===== src/rtl/fft_stream_ctrl_pkg.sv =====
`default_nettype none
// +----------------------------------------------------------------------------
// | fft_pkg : shared types and complex-word helpers for fft_stream_ctrl
// | Revision: 1.0
// +----------------------------------------------------------------------------
package fft_pkg;

  typedef enum logic [2:0] {
    LOAD    = 3'd0,
    START   = 3'd1,
    WAIT    = 3'd2,
    CAPTURE = 3'd3,
    DRAIN   = 3'd4
  } fft_state_t;

  localparam int c_cplx_max_w = 32;

  // Complex words are {re, im}, each w bits; results are zero-extended.
  function automatic logic [c_cplx_max_w-1:0] cplx_re(
    input logic [2*c_cplx_max_w-1:0] c,
    input int                        w
  );
    logic [2*c_cplx_max_w-1:0] m;
    logic [2*c_cplx_max_w-1:0] t;
    m = (64'(1) << w) - 64'(1);
    t = (c >> w) & m;
    return t[c_cplx_max_w-1:0];
  endfunction

  function automatic logic [c_cplx_max_w-1:0] cplx_im(
    input logic [2*c_cplx_max_w-1:0] c,
    input int                        w
  );
    logic [2*c_cplx_max_w-1:0] m;
    logic [2*c_cplx_max_w-1:0] t;
    m = (64'(1) << w) - 64'(1);
    t = c & m;
    return t[c_cplx_max_w-1:0];
  endfunction

endpackage
`default_nettype wire


===== src/rtl/fft_stream_ctrl_if.sv =====
`default_nettype none
// +----------------------------------------------------------------------------
// | fft_stream_ctrl_if : sample/bin streams plus fft core handshake
// | Optional in_last under FFT_IN_LAST_EN.  Revision: 1.0
// +----------------------------------------------------------------------------
interface fft_stream_ctrl_if #(
  parameter int width = 16
) ();
  logic               in_valid;
  logic               in_ready;
  logic [width-1:0]   in_data;
`ifdef FFT_IN_LAST_EN
  logic               in_last;
`endif
  logic               out_valid;
  logic               out_ready;
  logic [2*width-1:0] out_data;
  logic               out_last;
  logic               fft_load;
  logic               fft_start;
  logic [width-1:0]   fft_rd;
  logic [2*width-1:0] fft_wd;
  logic               fft_done;

  // slave: the controller; master: sample source, consumer and core
  modport slave (
`ifdef FFT_IN_LAST_EN
    input  in_last,
`endif
    input  in_valid, in_data, out_ready, fft_wd, fft_done,
    output in_ready, out_valid, out_data, out_last, fft_load, fft_start, fft_rd
  );

  modport master (
`ifdef FFT_IN_LAST_EN
    output in_last,
`endif
    output in_valid, in_data, out_ready, fft_wd, fft_done,
    input  in_ready, out_valid, out_data, out_last, fft_load, fft_start, fft_rd
  );
endinterface
`default_nettype wire


===== src/rtl/fft_stream_ctrl_frame_buffer.sv =====
`default_nettype none
// +----------------------------------------------------------------------------
// | fft_frame_buffer : N x 2*width store, sync write, combinational read
// | Revision: 1.0
// +----------------------------------------------------------------------------
module fft_frame_buffer #(
  parameter int width = 16,
  parameter int N_2   = 5
) (
  input  logic               clk,
  input  logic               we,
  input  logic [N_2-1:0]     wadr,
  input  logic [2*width-1:0] wd,
  input  logic [N_2-1:0]     radr,
  output logic [2*width-1:0] rd
);
  logic [2*width-1:0] r_mem [2**N_2];

  always_ff @(posedge clk) begin
    if (we) r_mem[wadr] <= wd;
  end

  assign rd = r_mem[radr];
endmodule
`default_nettype wire


===== src/rtl/fft_stream_ctrl.sv =====
`default_nettype none
// +----------------------------------------------------------------------------
// | fft_stream_ctrl : stream front/back end for the fft core (load/start/done)
// | FFT_IN_LAST_EN adds in_last with zero padding.  Revision: 1.0
// +----------------------------------------------------------------------------
module fft_stream_ctrl
  import fft_pkg::*;
#(
  parameter int width = 16,
  parameter int N_2   = 5
) (
  input  logic             clk,
  input  logic             reset,
  fft_stream_ctrl_if.slave bus
);
  localparam int           c_n    = 1 << N_2;
  localparam logic [N_2:0] c_last = (N_2+1)'(c_n - 1);

  fft_state_t         r_state;
  logic [N_2:0]       r_in_cnt;
  logic [N_2:0]       r_cap_cnt;
  logic [N_2:0]       r_rd_idx;
  logic               r_in_ready;
  logic               r_out_valid;
  logic               r_fft_start;
  logic               w_pad;
  logic               w_in_hs;
  logic               w_we;
  logic [N_2-1:0]     w_wadr;
  logic [2*width-1:0] w_rd_data;

`ifdef FFT_IN_LAST_EN
  logic r_pad;
  assign w_pad = r_pad;
`else
  assign w_pad = 1'b0;
`endif

  // r_in_ready is only ever high in LOAD outside zero padding
  assign w_in_hs = bus.in_valid & r_in_ready;
  assign w_we    = ((r_state == WAIT) & bus.fft_done) | (r_state == CAPTURE);
  assign w_wadr  = (r_state == CAPTURE) ? r_cap_cnt[N_2-1:0] : '0;

  assign bus.in_ready  = r_in_ready;
  assign bus.fft_load  = (r_state == LOAD) & (w_pad | w_in_hs);
  assign bus.fft_rd    = w_pad ? '0 : bus.in_data;
  assign bus.fft_start = r_fft_start;
  assign bus.out_valid = r_out_valid;
  assign bus.out_data  = w_rd_data;
  assign bus.out_last  = r_out_valid & (r_rd_idx == c_last);

  fft_frame_buffer #(.width(width), .N_2(N_2)) u_buf (
    .clk  (clk),
    .we   (w_we),
    .wadr (w_wadr),
    .wd   (bus.fft_wd),
    .radr (r_rd_idx[N_2-1:0]),
    .rd   (w_rd_data)
  );

  always_ff @(posedge clk) begin
    if (reset) begin
      r_state     <= LOAD;
      r_in_cnt    <= '0;
      r_cap_cnt   <= '0;
      r_rd_idx    <= '0;
      r_in_ready  <= 1'b1;
      r_out_valid <= 1'b0;
      r_fft_start <= 1'b0;
`ifdef FFT_IN_LAST_EN
      r_pad       <= 1'b0;
`endif
    end else begin
      r_fft_start <= 1'b0;
      case (r_state)
        LOAD: begin
`ifdef FFT_IN_LAST_EN
          if (r_pad) begin
            if (r_in_cnt == c_last) begin
              r_in_cnt    <= '0;
              r_pad       <= 1'b0;
              r_fft_start <= 1'b1;
              r_state     <= START;
            end else begin
              r_in_cnt <= r_in_cnt + 1'b1;
            end
          end else
`endif
          if (w_in_hs) begin
            if (r_in_cnt == c_last) begin
              r_in_cnt    <= '0;
              r_in_ready  <= 1'b0;
              r_fft_start <= 1'b1;
              r_state     <= START;
            end
`ifdef FFT_IN_LAST_EN
            else if (bus.in_last) begin
              r_pad      <= 1'b1;
              r_in_ready <= 1'b0;
              r_in_cnt   <= r_in_cnt + 1'b1;
            end
`endif
            else begin
              r_in_cnt <= r_in_cnt + 1'b1;
            end
          end
        end
        START: r_state <= WAIT;
        WAIT: begin
          if (bus.fft_done) begin
            r_cap_cnt <= (N_2+1)'(1);
            r_state   <= CAPTURE;
          end
        end
        CAPTURE: begin
          // The core streams without pause, so every cycle here is a write
          if (r_cap_cnt == c_last) begin
            r_cap_cnt   <= '0;
            r_out_valid <= 1'b1;
            r_state     <= DRAIN;
          end else begin
            r_cap_cnt <= r_cap_cnt + 1'b1;
          end
        end
        DRAIN: begin
          if (bus.out_ready) begin
            if (r_rd_idx == c_last) begin
              r_rd_idx    <= '0;
              r_out_valid <= 1'b0;
              r_in_ready  <= 1'b1;
              r_state     <= LOAD;
            end else begin
              r_rd_idx <= r_rd_idx + 1'b1;
            end
          end
        end
        default: r_state <= LOAD;
      endcase
    end
  end
endmodule
`default_nettype wire

===== src/flat_wrapper.sv =====
// flat-port wrapper written by rule: the top's interface ports become plain ports
module fft_stream_ctrl_flat import fft_pkg::*;
#(
  parameter int width = 16,
  parameter int N_2   = 5
)
  (clk, reset, bus_in_valid, bus_in_data, bus_out_ready, bus_fft_wd, bus_fft_done, bus_in_ready, bus_out_valid, bus_out_data, bus_out_last, bus_fft_load, bus_fft_start, bus_fft_rd);
  fft_stream_ctrl_if #(.width(width)) bus_i ();
  input  logic clk;
  input  logic reset;
  input wire logic [$bits(bus_i.in_valid)-1:0] bus_in_valid;
  input wire logic [$bits(bus_i.in_data)-1:0] bus_in_data;
  input wire logic [$bits(bus_i.out_ready)-1:0] bus_out_ready;
  input wire logic [$bits(bus_i.fft_wd)-1:0] bus_fft_wd;
  input wire logic [$bits(bus_i.fft_done)-1:0] bus_fft_done;
  output wire logic [$bits(bus_i.in_ready)-1:0] bus_in_ready;
  output wire logic [$bits(bus_i.out_valid)-1:0] bus_out_valid;
  output wire logic [$bits(bus_i.out_data)-1:0] bus_out_data;
  output wire logic [$bits(bus_i.out_last)-1:0] bus_out_last;
  output wire logic [$bits(bus_i.fft_load)-1:0] bus_fft_load;
  output wire logic [$bits(bus_i.fft_start)-1:0] bus_fft_start;
  output wire logic [$bits(bus_i.fft_rd)-1:0] bus_fft_rd;
  assign bus_i.in_valid = bus_in_valid;
  assign bus_i.in_data = bus_in_data;
  assign bus_i.out_ready = bus_out_ready;
  assign bus_i.fft_wd = bus_fft_wd;
  assign bus_i.fft_done = bus_fft_done;
  assign bus_in_ready = bus_i.in_ready;
  assign bus_out_valid = bus_i.out_valid;
  assign bus_out_data = bus_i.out_data;
  assign bus_out_last = bus_i.out_last;
  assign bus_fft_load = bus_i.fft_load;
  assign bus_fft_start = bus_i.fft_start;
  assign bus_fft_rd = bus_i.fft_rd;
  fft_stream_ctrl #(.width(width), .N_2(N_2)) u_core (.clk(clk), .reset(reset), .bus(bus_i));
endmodule

===== config.mk =====
export PLATFORM = sky130hd
export DESIGN_NAME = fft_stream_ctrl_flat
export DESIGN_NICKNAME = d
export VERILOG_FILES = /design/src/rtl/fft_stream_ctrl_pkg.sv /design/src/rtl/fft_stream_ctrl_if.sv /design/src/rtl/fft_stream_ctrl_frame_buffer.sv /design/src/rtl/fft_stream_ctrl.sv /design/src/flat_wrapper.sv
export SDC_FILE = /design/constraint.sdc
export NUM_CORES = 1
export LEC_CHECK = 0
export CAP_MARGIN = 20
export CORE_ASPECT_RATIO = 1.2
export CORE_MARGIN = 3
export CORE_UTILIZATION = 35
export CTS_BUF_LIST = sky130_fd_sc_hd__clkbuf_16
export DETAILED_ROUTE_END_ITERATION = 7
export SETUP_SLACK_MARGIN = 0.15
export SYNTH_ARGS = -nofsm -noshare
export SYNTH_HDL_FRONTEND = slang
export SYNTH_SLANG_ARGS = --single-unit

===== constraint.sdc =====
create_clock -name clk -period 6.7 [get_ports clk]
set_input_delay 1.34 -clock clk [delete_from_list [all_inputs] [get_ports clk]]
set_output_delay 1.34 -clock clk [all_outputs]
set_load 0.01 [all_outputs]

# ---- Yosys cells after proc, flatten, opt, wreduce, memory -nomap -nowiden
# Memories as Yosys holds them, arrays and structs flattened. A register that Yosys moved wholly into a read port is not among the register bits.
# Cells that the tools add are included.
dict set report word_totals {
  word_cells 69
  register_bits 24
  ram_bits 1024
  in_bits 53
  n_memories 1
  out_inout_bits 53
}
dict set report op_classes {
  n_mux 27
  n_reduce_logical 11
  add_sub_neg 3
  eq_ne 13
  n_bitwise 7
}
# name words width rd rd_clocked_by_memory_dff wr line
set mem_list {}
lappend mem_list {u_core.u_buf.r_mem 32 32 1 1 1 fft_stream_ctrl_frame_buffer.sv:17} ;# logic [2*width-1:0] r_mem [2**N_2];
# op n
set op_table {}
lappend op_table {{6-bit 2-to-1 mux} 4}
lappend op_table {{6-bit by 1-bit adder with 6-bit output, second input constant} 3}
lappend op_table {{6-bit by 5-bit equality test with 1-bit output, second input constant} 3}
lappend op_table {{3-bit 2-to-1 mux} 6}
lappend op_table {{5-bit 2-to-1 mux} 3}
lappend op_table {{3-bit one-hot mux with 5 select lines} 1}
lappend op_table {{6-bit one-hot mux with 2 select lines} 1}
lappend op_table {{1-bit 2-to-1 mux} 10}
lappend op_table {{2-bit inequality test, second input constant} 4}
lappend op_table {{3-bit by 2-bit equality test with 1-bit output, second input constant} 2}
lappend op_table {{2-bit AND reduction} 3}
lappend op_table {{6-bit AND reduction} 1}
lappend op_table {{2-bit nonzero test} 3}
lappend op_table {{5-bit AND reduction} 1}
lappend op_table {{1-bit AND} 4}
lappend op_table {{2-bit by 1-bit inequality test with 1-bit output, second input constant} 2}
lappend op_table {{1-bit one-hot mux with 2 select lines} 2}
lappend op_table {{4-bit AND reduction} 1}
lappend op_table {{3-bit by 1-bit equality test with 1-bit output, second input constant} 1}
lappend op_table {{3-bit equality test, second input constant} 1}
lappend op_table {{3-bit logical NOT} 1}
lappend op_table {{3-bit OR reduction} 1}
lappend op_table {{1-bit inverter} 2}
lappend op_table {{1-bit bitwise OR} 1}

# ---- Logic depth before layout (Yosys ltp)
dict set report depth {
  ltp_word 5
  ltp_mapped 8
  depth_no_buf 6
}

# ---- By module
# Synthesis repeated with hierarchy kept, for this count alone.
dict set report hier_totals {
  cells_unflattened 2381
  area_unflattened_um2 41278.3
}
# mod cells_each instances area_each_um2 seq_area_each_um2
set modules_own_cells {}
lappend modules_own_cells {fft_frame_buffer 2228 1 39844.5 30749.5}
lappend modules_own_cells {fft_stream_ctrl 153 1 1433.9 480.5}

# ---- Worst setup path after synthesis
# No wires, ideal clock.
dict set report synth_path {
  path_type {input port to flip-flop}
  startpoint {in bus_fft_done}
  endpoint {mem u_core.u_buf.r_mem[12][0] (netlist bit), enable pin}
  n_path_buf 1
  setup_time_ns 0.421
  stages 4
  slack_ns 3.147
  t_arrival_ns 3.132
  required_time_ns 6.279
  cell_sequence {o21ai_1 -> nand2b_1 -> buf_2 -> nor2_1}
}
dict set report synth_via {
  elab_chain_cells 4
}
# element line
set synth_rtl {}
lappend synth_rtl {{start, declared} flat_wrapper.sv:15} ;# input wire logic [$bits(bus_i.fft_done)-1:0] bus_fft_done;
lappend synth_rtl {{1-bit AND} fft_stream_ctrl.sv:41} ;# assign w_we = ((r_state == WAIT) & bus.fft_done) | (r_state == CAPTURE);
lappend synth_rtl {{1-bit bitwise OR} fft_stream_ctrl.sv:41}
lappend synth_rtl {{1-bit 2-to-1 mux} fft_stream_ctrl_frame_buffer.sv:20} ;# if (we) r_mem[wadr] <= wd;
lappend synth_rtl {{1-bit 2-to-1 mux (not written as such)} fft_stream_ctrl_frame_buffer.sv:20}
lappend synth_rtl {{end, declared} fft_stream_ctrl_frame_buffer.sv:17}
# No other way between the ends.

==> results list <==
- YS warnings: 0
- Post-Synthesis Mean Instance Area: approximately 17 um2
* First-pass DRT Iterations: 5
* Post-layout minimum cycle time: slightly above 5 ns
* Global-route congestion overflow total: 0
- Fraction of final layout cells sized beyond drive strength 1: about 10%
- Summed over all cells, the static leakage comes to between 10 and 15 nW.
- For this design the top-level I/O count stands at between 100 and 150.
- Counting flops with an async set or reset pin after synthesis yields a share of 0%.
- TritonCTS buffer count: 96
- Core region area: ~0.12 mm2
- Peak VDD IR: approximately 0.20 mV
- The first global-routing pass estimated 153700 um of wire.
- After detailed routing, the number of remaining DRC violations is 0.
- Slew headroom: 23.93%
- Post-DP Area: 0.04388 mm2
- Number of flops mapped to enable cells by yosys: between 1000 and 1500
* Final Non-Filler Cells: between 4000 and 5000
- Arrival time reported for the critical path endpoint: between 3 and 4 ns
* Post-synthesis instance total: approximately 2400
- The number of antenna violations at the first check in global routing was 8.
* Type of origin of the critical path: flip-flop
- Clock Skew: ~0.014 ns
- Filler cell count in the final layout: roughly 10000
* Final Slew Violations: 0
- After layout, the worst path uses about three quarters of the clock period.
* Number of H-tree levels: 3
- Global-route usage over all layers: roughly 17%
- Clock sink count: around 1100
- Syn Std Cell Area: 0.04121 mm2
- The design draws between 10 and 15 mW.
* Startpoint of the worst register-to-register path: u_core.r_state[0]
* Critical Path End Type: output port
- The setup path with the least slack is of type flip-flop to output port.
* Weighted congestion at the end of routability-driven global placement: around 0.77
- In this run, post-CTS hold repair placed 0 buffers.
* Count of cell types in the netlist: 46
* Synthesized Nets: between 2000 and 2500
- Post-CTS timing repair inserted 0 buffers for setup.
- X dimension of the die: roughly 320 um
- Row generation in the floorplan step produced around 140 rows.
* Sequential share of the synthesized area: between 70% and 80%
* Startpoint of the tightest hold check path: u_core.r_cap_cnt[5]
- For this run, the leading register cell type out of synthesis is edfxtp_1.
- Worst Hold Class: flip-flop to flip-flop
- Gates resized during post-CTS repair numbered 0.
- The longest clock path from root to sink contains 3 buffers.
- Later-pin clock latency in the skew report: 0.67 ns
* Max-cap violation count: 0
- Once layout is done, the placed cells without fillers occupy 0.04753 mm2.
* Vias per std cell: approximately 5.3
- At the worst endpoint, the required time is between 5 and 6 ns.
- Fin nets: approximately 2500
- Starting density of the core: about 35%
- Area Growth Syn to Fin: 15.34%
- Post-DP HPWL: about 57000 um
- Crit Path Max Fanout: 103
- The flow ran to the end, and the final reports show no timing, DRC or antenna violations.
- Entering global routing, the biggest net connects ~100 pins.
- Synth Register Bits: about 1100
- Setup Total Neg Slack: 0 ns
- Via count of the first global-routing pass: approximately 22000
- Static timing analysis puts the maximum clock frequency at 0.1960 GHz.
- TritonCTS clock tree: yes
* Transition time at the pin with the least slew margin: between 1 and 1.5 ns
* Clock slew seen by the registers of the worst setup and hold paths: 0.06 ns
- In this run, placement finished with an instance count of around 3900.
- Cell Pwr Density: between 200 and 300 mW/mm2
- Antenna violation net count after detailed routing: 0
- Dividing the detail-routed wire length by the instance count gives approximately 26 um.
- First-iteration detailed-routing DRC count: approximately 1800
- Die Footprint: around 0.12 mm2
- Total number of vias: around 22000
* Number of endpoints with negative hold slack in the final report: 0
- Die outline height: between 300 and 400 um
* Final setup fails: 0
- Total detailed-routing wirelength: around 110000 um
* IO buf count: 73
- Clock tree root buffer cell: clkbuf_16
- Setup repair after global routing left no endpoint under its margin.
## cell families after synthesis
logic type      share of synthesized area (%)
flops                                   76.02
mux                                     12.44
simple gates                            3.865
compound gates                          5.243
buf+inv                                 2.177
xor+xnor                               0.1700
fa+ha+maj                             0.09109
## sequential cells by signal, indices dropped and copies added (netlist names), named ones only
signal,flops
u_core.u_buf.r_mem,1024
u_core.r_cap_cnt,6
u_core.r_in_cnt,6
u_core.r_rd_idx,6
u_core.r_state,3
u_core.bus.fft_start,1
u_core.bus.in_ready,1
u_core.bus.out_valid,1
## cell usage in the layout, fill, tap and decap left out, drive strengths merged, types with 2 or more instances in the layout
cell type,n
edfxtp,1024
mux2i,512
nand2,108
nand3,107
a21oi,106
clkbuf,102
a22oi,97
buf,75
clkdlybuf4s50,73
a22o,64
nor2,53
nor3,43
clkinv,34
a31oi,33
dfxtp,29
inv,23
bufinv,15
o21ai,11
or3,6
nand3b,6
xor2,5
nand2b,5
clkinvlp,4
diode,3
a21o,3
xnor2,3
ha,3
nor2b,2
and3,2
nand4,2
and2,2
o22ai,2
a221oi,2
## worst paths after layout
path                            cells after the start  slack (ns)                          to
worst max-delay path                                7        1.60             bus_out_data[0]
worst min-delay path                                2        0.49         u_core.r_cap_cnt[5]
worst max register to register                      4        2.96  u_core.u_buf.r_mem[31][18]
worst min register to register                      2        0.49         u_core.r_cap_cnt[5]
## cell type report
class	count	area [um2]	share of cell area, %
sequential	1053	31330	65.92
antenna	3	7.507	0.01579
multi-input combinational	1183	9259	19.48
timing repair buffer	153	1813	3.814
inverter	3	11.26	0.02369
clock buffer	97	2427	5.106
tap	1529	1913	4.025
clock inverter	73	769.5	1.619
## report_power, final
| part | internal (mW) | switching [mW] | leakage, nW |
|---|---|---|---|
| registers | 7.23 | 0.0132 | 9.44 |
| clock network | 3.21 | 2.38 | 1.62 |
| logic | 0.151 | 0.273 | 2.96 |
## Yosys cell counts (9+ instances only)
cell type | count | area, um2
a21oi_1 | 106 | 530.5
a22o_1 | 64 | 560.5
a22oi_1 | 97 | 728.2
a31oi_1 | 33 | 206.5
buf_1 | 10 | 37.54
buf_2 | 36 | 180.2
buf_4 | 50 | 375.4
buf_6 | 10 | 112.6
clkbuf_1 | 46 | 172.7
dfxtp_1 | 29 | 580.6
edfxtp_1 | 1024 | 30750
mux2i_1 | 512 | 5125
nand2_1 | 107 | 401.6
nand3_1 | 107 | 535.5
nor2_1 | 51 | 191.4
nor3_1 | 40 | 200.2
o21ai_0 | 9 | 45.04
## metrics by stage
step,util [%],hold slack [ns],worst slack (ns)
finish,40.78,0.4889,1.598
detailed placement,37.64,0.4780,2.239
global route,40.77,0.5260,1.390
global placement,37.61,0.4622,2.274
CTS,40.38,0.4899,1.488
floorplan,-,0.4486,3.147
## critical path, cell delays in order, from the launching register on
cell             delay [ns]
dfxtp_4                0.83
buf_12                 0.60
mux2i_1                0.28
a22o_1                 0.17
nor3_1                 0.05
a31oi_1                0.34
nand3_1                0.17
clkdlybuf4s50_1        0.53
## metal layers
metal | global-route usage (%) | vias to the layer above | routed length [um]
met5 | 0 | - | 30
met4 | 6.454 | 6 | 3828
met3 | 2.825 | 194 | 5902
met2 | 29.97 | 700 | 53860
met1 | 21.40 | 11220 | 43060
li1 | - | 9647 | -
(Power assumes the default switching activity.)
